`config.mk`:
```
export PLATFORM = sky130hd
export DESIGN_NAME = if_prefetch
export DESIGN_NICKNAME = d
export VERILOG_FILES = /design/src/rtl/if_prefetch_pkg.sv /design/src/rtl/if_fifo.sv /design/src/rtl/if_prefetch.sv
export SDC_FILE = /design/constraint.sdc
export NUM_CORES = 1
export LEC_CHECK = 0
export CAP_MARGIN = 20
export CORE_MARGIN = 5
export CORE_UTILIZATION = 40
export DETAILED_ROUTE_END_ITERATION = 8
export HOLD_SLACK_MARGIN = 0.05
export PLACE_DENSITY = 0.56
export SYNTH_ARGS = -nofsm -noshare
export SYNTH_HDL_FRONTEND = slang
export SYNTH_HIERARCHICAL = 1
export SYNTH_SLANG_ARGS = --single-unit
```
`constraint.sdc`:
```
create_clock -name clk -period 7.52 [get_ports clk]
set_input_delay 1.128 -clock clk [delete_from_list [all_inputs] [get_ports clk]]
set_output_delay 1.128 -clock clk [all_outputs]
set_load 0.03 [all_outputs]
```
`src/rtl/if_prefetch_pkg.sv`:
```
// ============================================================================
// Module  : if_prefetch_pkg
// Brief   : Shared constants for the instruction-fetch front end.
// Revision: 1.0 - initial release
// ============================================================================
`default_nettype none

package if_prefetch_pkg;

    localparam logic [31:0] IF_RESET_VECTOR = 32'h0000_3000;
    localparam int unsigned IF_INSTR_BYTES  = 4;

endpackage : if_prefetch_pkg

`default_nettype wire

```
`src/rtl/if_fifo.sv`:
```
// ============================================================================
// Module  : if_fifo
// Brief   : DEPTH x WIDTH synchronous FIFO with flush, count and head taken
//           straight from storage registers.
// Revision: 1.0 - initial release
// ============================================================================
`default_nettype none

module if_fifo #(
    parameter  int DEPTH = 4,
    parameter  int WIDTH = 64,
    localparam int AW    = $clog2(DEPTH),
    localparam int CW    = AW + 1
) (
    input  logic             clk,
    input  logic             rst,
    input  logic             i_push,
    input  logic [WIDTH-1:0] i_data,
    input  logic             i_pop,
    input  logic             i_flush,
    output logic [CW-1:0]    o_count,
    output logic             o_valid,
    output logic [WIDTH-1:0] o_head
);

    logic [WIDTH-1:0] r_mem [DEPTH];
    logic [AW-1:0]    r_wr_ptr;
    logic [AW-1:0]    r_rd_ptr;
    logic [CW-1:0]    r_count;
    logic             w_push;
    logic             w_pop;

    assign w_push = i_push & (r_count != CW'(DEPTH));
    assign w_pop  = i_pop & (r_count != '0);

    // Storage is reset so the head reads zero straight out of reset.
    always_ff @(posedge clk or negedge rst) begin
        if (!rst) begin
            r_wr_ptr <= '0;
            r_rd_ptr <= '0;
            r_count  <= '0;
            for (int i = 0; i < DEPTH; i++) begin
                r_mem[i] <= '0;
            end
        end else if (i_flush) begin
            r_wr_ptr <= '0;
            r_rd_ptr <= '0;
            r_count  <= '0;
        end else begin
            if (w_push) begin
                r_mem[r_wr_ptr] <= i_data;
                r_wr_ptr        <= r_wr_ptr + 1'b1;
            end
            if (w_pop) begin
                r_rd_ptr <= r_rd_ptr + 1'b1;
            end
            r_count <= r_count + CW'(w_push) - CW'(w_pop);
        end
    end

    assign o_count = r_count;
    assign o_valid = (r_count != '0);
    assign o_head  = r_mem[r_rd_ptr];

endmodule : if_fifo

`default_nettype wire

```
`src/rtl/if_prefetch.sv`:
```
// ============================================================================
// Module  : if_prefetch
// Brief   : PC generator plus DEPTH-entry prefetch queue in front of a
//           1-cycle-latency instruction memory. Optional macro
//           IF_PERF_CNT_EN adds fetch/redirect performance counters.
// Revision: 1.0 - initial release
// ============================================================================
`default_nettype none

module if_prefetch
    import if_prefetch_pkg::*;
#(
    parameter int          XLEN     = 32,
    parameter logic [31:0] RESET_PC = IF_RESET_VECTOR,
    parameter int          DEPTH    = 4
) (
    input  logic            clk,
    input  logic            rst,
    input  logic            redirect,
    input  logic [XLEN-1:0] redirect_pc,
    output logic            imem_req,
    output logic [XLEN-1:0] imem_addr,
    input  logic [XLEN-1:0] imem_rdata,
    output logic            out_valid,
    input  logic            out_ready,
    output logic [XLEN-1:0] out_pc,
    output logic [XLEN-1:0] out_instr
`ifdef IF_PERF_CNT_EN
    ,
    output logic [31:0]     perf_fetch_cnt,
    output logic [31:0]     perf_redirect_cnt
`endif
);

    localparam int AW = $clog2(DEPTH);
    localparam int CW = AW + 1;

    logic [XLEN-1:0]   r_fetch_pc;
    logic              r_inflight;
    logic [XLEN-1:0]   r_inflight_pc;
    logic [CW-1:0]     w_count;
    logic [CW:0]       w_occupancy;
    logic              w_room;
    logic              w_pop;
    logic              w_push;
    logic              w_valid;
    logic [2*XLEN-1:0] w_head;

    assign w_pop = w_valid & out_ready;

    // Occupancy after this cycle's pop; a pop implies count >= 1, so no underflow.
    assign w_occupancy = {1'b0, w_count} + (CW+1)'(r_inflight) - (CW+1)'(w_pop);
    assign w_room      = (w_occupancy < (CW+1)'(DEPTH));

    assign imem_req  = rst & ~redirect & w_room;
    assign imem_addr = r_fetch_pc;
    assign w_push    = r_inflight & ~redirect;

    always_ff @(posedge clk or negedge rst) begin
        if (!rst) begin
            r_fetch_pc    <= XLEN'(RESET_PC);
            r_inflight    <= 1'b0;
            r_inflight_pc <= '0;
        end else if (redirect) begin
            r_fetch_pc <= redirect_pc & ~XLEN'(3);
            r_inflight <= 1'b0;
        end else if (imem_req) begin
            r_fetch_pc    <= r_fetch_pc + XLEN'(IF_INSTR_BYTES);
            r_inflight_pc <= r_fetch_pc;
            r_inflight    <= 1'b1;
        end else begin
            r_inflight <= 1'b0;
        end
    end

    if_fifo #(
        .DEPTH (DEPTH),
        .WIDTH (2 * XLEN)
    ) u_fifo (
        .clk     (clk),
        .rst     (rst),
        .i_push  (w_push),
        .i_data  ({r_inflight_pc, imem_rdata}),
        .i_pop   (w_pop),
        .i_flush (redirect),
        .o_count (w_count),
        .o_valid (w_valid),
        .o_head  (w_head)
    );

    assign out_valid = w_valid;
    assign out_pc    = w_head[2*XLEN-1:XLEN];
    assign out_instr = w_head[XLEN-1:0];

`ifdef IF_PERF_CNT_EN
    logic [31:0] r_perf_fetch;
    logic [31:0] r_perf_redirect;

    always_ff @(posedge clk or negedge rst) begin
        if (!rst) begin
            r_perf_fetch    <= '0;
            r_perf_redirect <= '0;
        end else begin
            if (w_pop) begin
                r_perf_fetch <= r_perf_fetch + 32'd1;
            end
            if (redirect) begin
                r_perf_redirect <= r_perf_redirect + 32'd1;
            end
        end
    end

    assign perf_fetch_cnt    = r_perf_fetch;
    assign perf_redirect_cnt = r_perf_redirect;
`endif

endmodule : if_prefetch

`default_nettype wire

```
==> reports/qor.txt <==
POWER
--------------------------------------------------------------------------------
Proportion of power drawn by flip-flops and latches ...............        38.8%
P_sw ..............................................................      2.09 mW
Leakage power total ...............................................      8.20 nW
Total power density per cell area .................................   348 nW/um2
Combinational group share of total power ..........................        33.1%
Clk network pwr share .............................................        28.1%
Fraction of power spent switching nets ............................        31.7%
Internal power consumption ........................................      4.51 mW
Highest ir drop seen on vdd .......................................   0.000190 V

SYNTH
--------------------------------------------------------------------------------
Combinational family with the most area after synthesis ........... multiplexers
Leading cell types by total area after synthesis .................. sky130_fd_sc_hd__dfrtp_1, sky130_fd_sc_hd__mux2_4, sky130_fd_sc_hd__mux4_2, sky130_fd_sc_hd__mux2_2, sky130_fd_sc_hd__buf_12
Share of async-settable or async-resettable flops after synthesis .         100%
Leading area contributor after synthesis .......................... sky130_fd_sc_hd__dfrtp_1
Count of flip-flops with a built-in enable after synthesis ........            0
Ranking of synthesized cells by instance count .................... sky130_fd_sc_hd__dfrtp_1, sky130_fd_sc_hd__mux2_4, sky130_fd_sc_hd__mux4_2
Average cell area after synthesis .................................     16.1 um2
Complex-gate fraction of the synthesized area .....................        3.25%
Post-synthesis sequential area ratio ..............................        51.3%
Synthesized netlist cell count ....................................          981
Adder-cell share of the synthesized area ..........................       0.917%
Xor and xnor area share after synthesis ...........................       0.664%
Area of the mapped netlist ........................................    15800 um2
Simple-gate share of the synthesized area .........................        4.62%
Synthesis warning total ...........................................            6
Number of distinct library cells after synthesis ..................           60
Fraction of synthesized cell area taken by the top area cell type .        50.9%
Primary flip-flop cell chosen by synthesis mapping ................ sky130_fd_sc_hd__dfrtp_1
Most frequent cell after synthesis ................................ sky130_fd_sc_hd__dfrtp_1
Number of synthesized register bits ...............................          324
Multiplexer share of the synthesized area .........................        34.7%

STATUS
--------------------------------------------------------------------------------
Run status ........................................................    completed

GRT
--------------------------------------------------------------------------------
Initial antenna violation count ...................................            0
Vias in the first global route ....................................         9691
Pin count of the biggest net entering global routing ..............          154
Wire length of the first global-routing pass ......................      57.9 mm
All-Layer GR Usage ................................................        16.6%
Congestion Overflow GR ............................................            0

WORST SETUP PATH
--------------------------------------------------------------------------------
Reg-to-reg startpoint ............................................. u_fifo/o_count[1]
Startpoint type of the worst setup path ........................... primary input
Register-to-register path setup slack .............................      3690 ps
Req. time, crit path ..............................................      6390 ps
Highest net fanout along the worst path ...........................            6
Terminus of the critical flop-to-flop path ........................ imem_addr[14]
Number of cells traversed by the worst register-to-register path ..           10
CP endpoint kind ..................................................  output port
Critical path data arrival time ...................................      4010 ps
Crit Path Class ...................................................    in -> out

ROUTE
--------------------------------------------------------------------------------
Drt wl/cell .......................................................      21.6 um
Remaining antenna violation count after routing ...................            0
Via density per instance ..........................................         5.28
Length of the first detailed-routing pass in iterations ...........            5
DRC marker count from the first detailed-route iteration ..........          446
Via count .........................................................         8926
Routed wire length ................................................      36.6 mm
DR DRC count ......................................................            0

CTS
--------------------------------------------------------------------------------
TritonCTS clock tree ..............................................          yes
Clk Tree Root Cell ................................................ sky130_fd_sc_hd__clkbuf_16
Clock latency at the later pin of the worst-skew pair .............       520 ps
Post-cts gate resize count ........................................            0
Clock-pin transition on the worst setup and hold timing paths .....        50 ps
Cts hold-fix bufs .................................................            0
TritonCTS Buffers .................................................           38
Post-CTS setup repair buffer count ................................            0
H-tree level count ................................................            2
Maximum clock insertion buffer count ..............................            3
Num Clock Sinks ...................................................          324

FLOORPLAN
--------------------------------------------------------------------------------
Die W .............................................................       209 um
Initial Utilization ...............................................        40.7%
Core box area .....................................................    38900 um2
Die height ........................................................       209 um
Placement row count ...............................................           72
Die footprint .....................................................    43600 um2
Top-level port count ..............................................          166

LAYOUT
--------------------------------------------------------------------------------
# nets final ......................................................         1222
Fraction of layout cells with a size suffix above 1 ...............        37.1%
Layout area overhead ..............................................        19.6%
Number of standard cells in the layout, taps in and fillers out ...         1690
Diodes inserted ...................................................            0

STA
--------------------------------------------------------------------------------
Worst setup skew after layout .....................................      12.1 ps
RSZ-0062 raised after global routing ..............................        false
Slew @ Worst Pin ..................................................       952 ps
Max_slew headroom .................................................        36.6%
Final Hold Fails ..................................................            0
Finish-stage setup viols ..........................................            0
Final Cycle Share .................................................        68.3%
Total negative slack ..............................................         0 ps
Maximum achievable frequency ......................................      195 MHz
Final count of pins violating max slew ............................            0
Post-route minimum period .........................................      5140 ps
Post-layout worst setup margin ....................................      2380 ps

PLACE
--------------------------------------------------------------------------------
Worst slack at placement ..........................................      2400 ps
Cell Count Post-Placement .........................................         1621
Gpl congestion ....................................................        0.792
Number of buffers added on ports ..................................          161
Estimated wirelength of the detail-placed design ..................      22.0 mm

WORST HOLD PATH
--------------------------------------------------------------------------------
Worst min-delay path endpoint ..................................... u_fifo/r_mem[110]
Kind of path behind the tightest hold check .......................   reg -> reg
Launch instance of the worst min-delay path ....................... u_fifo/r_mem[110]
Hold path cells ...................................................            1

JOB
--------------------------------------------------------------------------------
Max cap viols .....................................................            0

how the worst max path moves through the flow:
stage / from / end / slack (ps) / depth (start not counted)
2_1_floorplan: u_fifo/o_count[1] / imem_req / 3540 / 9
3_3_place_gp: out_ready / imem_req / 2410 / 10
3_5_place_dp: out_ready / imem_req / 2400 / 10
4_1_cts: u_fifo/o_count[1] / imem_req / 2340 / 10
5_1_grt: u_fifo/o_count[1] / imem_req / 2130 / 10
6_report: out_ready / imem_req / 2380 / 10
power groups by stage:
stage / sequential, mW / combinational [mW] / clock (mW)
2_1_floorplan: 2.47 / 1.51 / 0
3_3_place_gp: 2.57 / 2.19 / 0
3_5_place_dp: 2.57 / 2.22 / 0
4_1_cts: 2.56 / 2.22 / 1.91
5_1_grt: 2.62 / 2.32 / 1.98
6_report: 2.56 / 2.18 / 1.85
area by class of cell:
| cell class | instances | area, um2 |
|---|---|---|
| fill | 3361 | 20000 |
| sequential | 324 | 8120 |
| multi-input combinational | 580 | 7060 |
| timing repair buffer | 177 | 1740 |
| clock buffer | 59 | 1160 |
| tap | 518 | 648 |
| clock inverter | 10 | 108 |
| inverter | 22 | 82.6 |
cell families after synthesis:
kind of cell    after synthesis
mux                         344
flops                       324
simple gates                129
buf+inv                      86
compound gates               74
xor+xnor                     12
fa+ha+maj                    11
other cells                   1
worst max-delay path, cell delays in order:
cell,delay [ps]
sky130_fd_sc_hd__clkdlybuf4s50_1,450
sky130_fd_sc_hd__and2_1,170
sky130_fd_sc_hd__ha_1,150
sky130_fd_sc_hd__inv_1,40
sky130_fd_sc_hd__ha_1,250
sky130_fd_sc_hd__and3b_1,190
sky130_fd_sc_hd__nor4_1,420
sky130_fd_sc_hd__o211ai_1,200
sky130_fd_sc_hd__inv_1,280
sky130_fd_sc_hd__clkdlybuf4s50_1,730
state kept, by name, indices dropped and copies added (netlist names):
signal and cells:
u_fifo/r_mem 256, r_inflight 1, u_fifo/r_rd_ptr 2, imem_addr 30, r_inflight_pc 30, u_fifo/o_count 3
u_fifo/r_wr_ptr 2
layer usage:
layer  GRT usage (%)  up-vias  share of wire (%)
met2            25.4      228                 45
li1                -     3958                  -
met5               0        -                  0
met1            24.4     4704                 49
met4            3.56        0                1.3
met3            3.67       36                5.0
per-stage QoR:
stage                     power (mW)  util, %  hold WS, ps  cell area, um2
final                           6.59     48.6          499           18900
after detailed placement        4.79     45.4          488           17700
after global routing            6.93     48.6          511           18900
after global placement          4.76     45.4          484           17700
after floorplan                 3.98        -          475           15900
after CTS                       6.69     48.6          502           18900
cell usage in the layout (no fill, tap or decap), drive strengths merged, types with 14 or more instances in the layout:
master / instances
a31oi: 15
buf: 18
clkbuf: 59
clkdlybuf4s50: 159
dfrtp: 322
inv: 23
mux2: 278
mux4: 64
nand2: 29
nand4: 14
nor2: 30
o21ai: 21
or4: 14
No activity file was read; power rests on OpenSTA's default activity.
